<file path="src/rtl/majority_vote_sync.sv">
// Registered N-channel bitwise majority voter with sticky per-channel fault flags.
// Latency 1 cycle, accepts a sample every cycle; no backpressure (valid_in only).
module majority_vote_sync #(
    parameter int N_CH        = 3,
    parameter int WIDTH       = 8,
    parameter int FAULT_LIMIT = 4
) (
    input  logic                   clk,
    input  logic                   rst,
    input  logic [N_CH*WIDTH-1:0]  x,
    input  logic                   valid_in,
    input  logic                   clear_faults,
    output logic [WIDTH-1:0]       y,
    output logic                   y_valid,
    output logic [N_CH-1:0]        disagree,
    output logic [N_CH-1:0]        faulty,
    output logic                   any_fault
);

    localparam int CW = $clog2(FAULT_LIMIT + 1);
    localparam int OW = $clog2(N_CH + 1);
    localparam logic [CW-1:0] LIMIT = CW'(FAULT_LIMIT);
    localparam logic [OW-1:0] HALF  = OW'(N_CH / 2);

    generate
        if ((N_CH < 3) || ((N_CH % 2) == 0)) begin : g_bad_nch
            $error("majority_vote_sync: N_CH must be odd and >= 3");
        end
        if (FAULT_LIMIT < 1) begin : g_bad_limit
            $error("majority_vote_sync: FAULT_LIMIT must be >= 1");
        end
    endgenerate

    logic [WIDTH-1:0] voted;
    logic [OW-1:0]    ones;
    logic [N_CH-1:0]  diff_now;
    logic [CW-1:0]    cnt     [N_CH];
    logic [CW-1:0]    cnt_nxt [N_CH];
    logic [N_CH-1:0]  faulty_nxt;

    // Odd channel count means a strict majority always exists per bit.
    always_comb begin
        voted = '0;
        ones  = '0;
        for (int b = 0; b < WIDTH; b++) begin
            ones = '0;
            for (int k = 0; k < N_CH; k++) begin
                ones = ones + OW'(x[k*WIDTH + b]);
            end
            voted[b] = (ones > HALF);
        end
    end

    always_comb begin
        diff_now   = '0;
        faulty_nxt = faulty;
        for (int k = 0; k < N_CH; k++) begin
            diff_now[k] = (x[k*WIDTH +: WIDTH] != voted);
            if (!diff_now[k]) begin
                cnt_nxt[k] = '0;
            end else if (cnt[k] == LIMIT) begin
                cnt_nxt[k] = LIMIT;
            end else begin
                cnt_nxt[k] = cnt[k] + 1'b1;
            end
            if (cnt_nxt[k] == LIMIT) begin
                faulty_nxt[k] = 1'b1;
            end
        end
    end

    // Idle cycles leave counters untouched so gaps never break a run.
    always_ff @(posedge clk) begin
        if (rst) begin
            y         <= '0;
            y_valid   <= 1'b0;
            disagree  <= '0;
            faulty    <= '0;
            any_fault <= 1'b0;
            for (int k = 0; k < N_CH; k++) begin
                cnt[k] <= '0;
            end
        end else begin
            y_valid <= valid_in;
            if (valid_in) begin
                y        <= voted;
                disagree <= diff_now;
            end
            if (clear_faults) begin
                faulty    <= '0;
                any_fault <= 1'b0;
                for (int k = 0; k < N_CH; k++) begin
                    cnt[k] <= '0;
                end
            end else if (valid_in) begin
                faulty    <= faulty_nxt;
                any_fault <= |faulty_nxt;
                for (int k = 0; k < N_CH; k++) begin
                    cnt[k] <= cnt_nxt[k];
                end
            end
        end
    end

endmodule

</file>
<file path="config.mk">
export PLATFORM = sky130hd
export DESIGN_NAME = majority_vote_sync
export DESIGN_NICKNAME = d
export VERILOG_FILES = /design/src/rtl/majority_vote_sync.sv
export SDC_FILE = /design/constraint.sdc
export NUM_CORES = 1
export LEC_CHECK = 0
export ABC_AREA = 1
export ABC_CLOCK_PERIOD_IN_PS = 1200
export CORE_MARGIN = 2
export CORE_UTILIZATION = 47
export CTS_BUF_LIST = sky130_fd_sc_hd__clkbuf_2
export CTS_CLUSTER_SIZE = 14
export DETAILED_ROUTE_END_ITERATION = 10
export GPL_ROUTABILITY_DRIVEN = 0
export GPL_TIMING_DRIVEN = 0
export PLACE_DENSITY = 0.79
export SYNTH_ARGS = -nofsm -noshare
export SYNTH_HDL_FRONTEND = slang
export SYNTH_SLANG_ARGS = --single-unit
</file>
<file path="constraint.sdc">
create_clock -name clk -period 1.2 [get_ports clk]
set_clock_uncertainty 0.05 [all_clocks]
set_input_delay 0.12 -clock clk [delete_from_list [all_inputs] [get_ports clk]]
set_output_delay 0.12 -clock clk [all_outputs]
set_load 0.005 [all_outputs]
</file>
==> results.json <==
{
  "status": "complete, but fails checks",
  "violations": "setup timing",
  "setup_viol": 8,
  "seq_area_frac_synth": 0.310,
  "clock-sinks": 25,
  "synthDistinctLibCells": 20,
  "grt_first_pass_wirelength_um": 7570,
  "grt_usage": 0.214,
  "io-pin-count": 44,
  "synth_edf_count": 9,
  "endpoint_kind": "register",
  "timing.max_cap.violations": 0,
  "dp_hpwl_um": 3440,
  "rr_endpoint": "any_fault",
  "antenna_left": 0,
  "arrival_ns": 1.68,
  "syn_area_per_cell_um2": 6.31,
  "instances_no_fill": 425,
  "drc": 0,
  "leakage_uw": 0.00148,
  "worstSkewPairLatency_ns": 0.36,
  "yosysTopAreaCellShare": 0.193,
  "worst_setup_path_start_kind": "register",
  "synth.area.top_cells": "nand2_1, dfxtp_1, edfxtp_1",
  "rsz0062_at_grt": "yes",
  "yosys.area.top_type": "nand2_1",
  "synth_most_common_cell": "nand2_1",
  "die_w_um": 67.7,
  "tritoncts": "yes",
  "grt-ovfl-total": 0,
  "row_count": 23,
  "ir_worst_vdd_uv": 388,
  "grt_max_degree": 16,
  "wirelength_um": 4930,
  "grt_pass1_vias": 1880,
  "syn-instance-count": 302,
  "dieArea_um2": 4580,
  "async_flop_share": 0,
  "critPathMaxFanout": 3,
  "ys_top_cells_by_count": "nand2_1, inv_1, nor2_1",
  "fin_ws_ns": -0.236,
  "vias_per_cell": 4.75,
  "max_slew_margin": 0.789,
  "wl_per_cell_um": 11.6,
  "layout_min_cycle_time_ns": 1.44,
  "antenna_cells": 0,
  "die_h_um": 67.7,
  "start_util": 0.484,
  "tightest_slew_ns": 0.313,
  "ys.flop_type": "dfxtp_1",
  "min_path_type": "in -> reg",
  "clock.fmax_mhz": 696,
  "r2r_cells": 9,
  "syn_to_final_growth_pct": 51.6,
  "cts_root_buf": "clkbuf_2",
  "reg2reg_slack_ns": -0.24,
  "numPortBuffers": 43,
  "crit_path_end": "any_fault",
  "coreArea_um2": 3940,
  "crit_start": "cnt[0][6]",
  "criticalPathCategory": "reg -> reg",
  "clk_pin_slew_ns": 0.26,
  "synth_seq_cells": 25,
  "critPathRequiredTime_ns": 1.44,
  "hold_viol": 0,
  "num_vias": 2018,
  "slew_viol_final": 0,
  "clk_path_buf_depth": 2,
  "syn-cell-area_um2": 1910,
  "whs_ns": 0.159,
  "nets": 418,
  "antenna_found_initial": 0,
  "first_pass_iters": 4,
  "tns_ns": -0.957,
  "htreeDepth": 1,
  "place_inst": 395,
  "reg2reg_from": "cnt[0][6]",
  "worstHoldStart": "valid_in",
  "ys_warn_count": 0,
  "numCtsBuffers": 3,
  "drive_gt1_frac": 0.392,
  "synth_fp_nets": 344,
  "fin_crit_sh": 1.20,
  "drt_iter0_drc": 68,
  "power_density_nw_per_um2": 755
}
==> worst max-delay path, stage by stage (launching register included) <==
cell and delay (ns):
edfxtp_1 0.48, ha_2 0.21, inv_1 0.05, nand2_1 0.06
a21oi_2 0.17, nor3_2 0.05, nand2_1 0.08, nand3_1 0.09
nor2_2 0.12, nor2_2 0.04
==> metal layers <==
metal | up-vias | track usage | part of all wire
met5 | - | 0 | 0
met4 | 0 | 0.0663 | 0.019
met3 | 12 | 0.0117 | 0.018
met2 | 30 | 0.414 | 0.55
met1 | 902 | 0.247 | 0.41
li1 | 1074 | - | -
==> final cells by class <==
class | count | area [um^2]
fillers | 331 | 1050
well taps | 50 | 62.6
repair buffers | 69 | 557
plain buffers | 3 | 17.5
clock inverters | 1 | 7.51
clock buffers | 3 | 15.0
multi-input cells | 221 | 1420
inverters | 53 | 199
flip-flops and latches | 25 | 609
==> state kept, by name, indices dropped and copies added, names as in the netlist <==
signal and count:
disagree 3, any_fault 1, y 8, y_valid 1, faulty 3, cnt 9
==> cell families (layout without fill, tap and decap cells) <==
logic type / count (synthesis) / in the layout / share of synthesized area
simple gates: 187 / 187 / 0.434
buf+inv: 56 / 129 / 0.110
compound gates: 19 / 19 / 0.0499
flops: 25 / 25 / 0.310
fa+ha+maj: 14 / 14 / 0.0919
xor+xnor: 1 / 1 / 0.00459
==> how the worst min path moves through the flow <==
stage	endpoint	cells after the start
CTS	y[2]	5
global placement	faulty[1]	2
global route	y[3]	5
detailed placement	faulty[1]	2
finish	y[4]	5
floorplan	disagree[2]	3
==> power by group <==
part | internal [uW] | total [uW] | switching, uW
combinational | 412 | 863 | 452
clock | 77.3 | 347 | 270
sequential | 936 | 970 | 34.5
total | 1420 | 2180 | 756
==> stage by stage <==
stage / power, uW / utilization / setup WS (ns) / cell area [um^2]
3_5_place_dp: 1670 / 0.639 / -0.839 / 2520
3_3_place_gp: 1650 / 0.639 / -0.815 / 2520
6_report: 2180 / 0.733 / -0.236 / 2890
2_1_floorplan: 1390 / - / -0.113 / 2030
5_1_grt: 2320 / 0.733 / -0.291 / 2890
4_1_cts: 2100 / 0.712 / -0.217 / 2810
==> cell usage in the layout (no fill, tap or decap), types with 11 or more instances in the layout <==
cell            n
buf_4          22
inv_2          15
dfxtp_2        15
nand2_2        22
nor2_1         40
nand2_1        73
o21ai_0        11
dlygate4sd2_1  15
ha_4           11
inv_1          38
buf_2          14
nand3b_1       15
==> repair_timing <==
action | 4_1_cts | 5_1_grt
setup endpoints to repair | 42 | 39
buffers inserted | 22 | 5
hold buffers | 0 | 0
resized for setup | 126 | 59
pin swaps | 24 | 23
No activity file was read; power rests on OpenSTA's default activity.
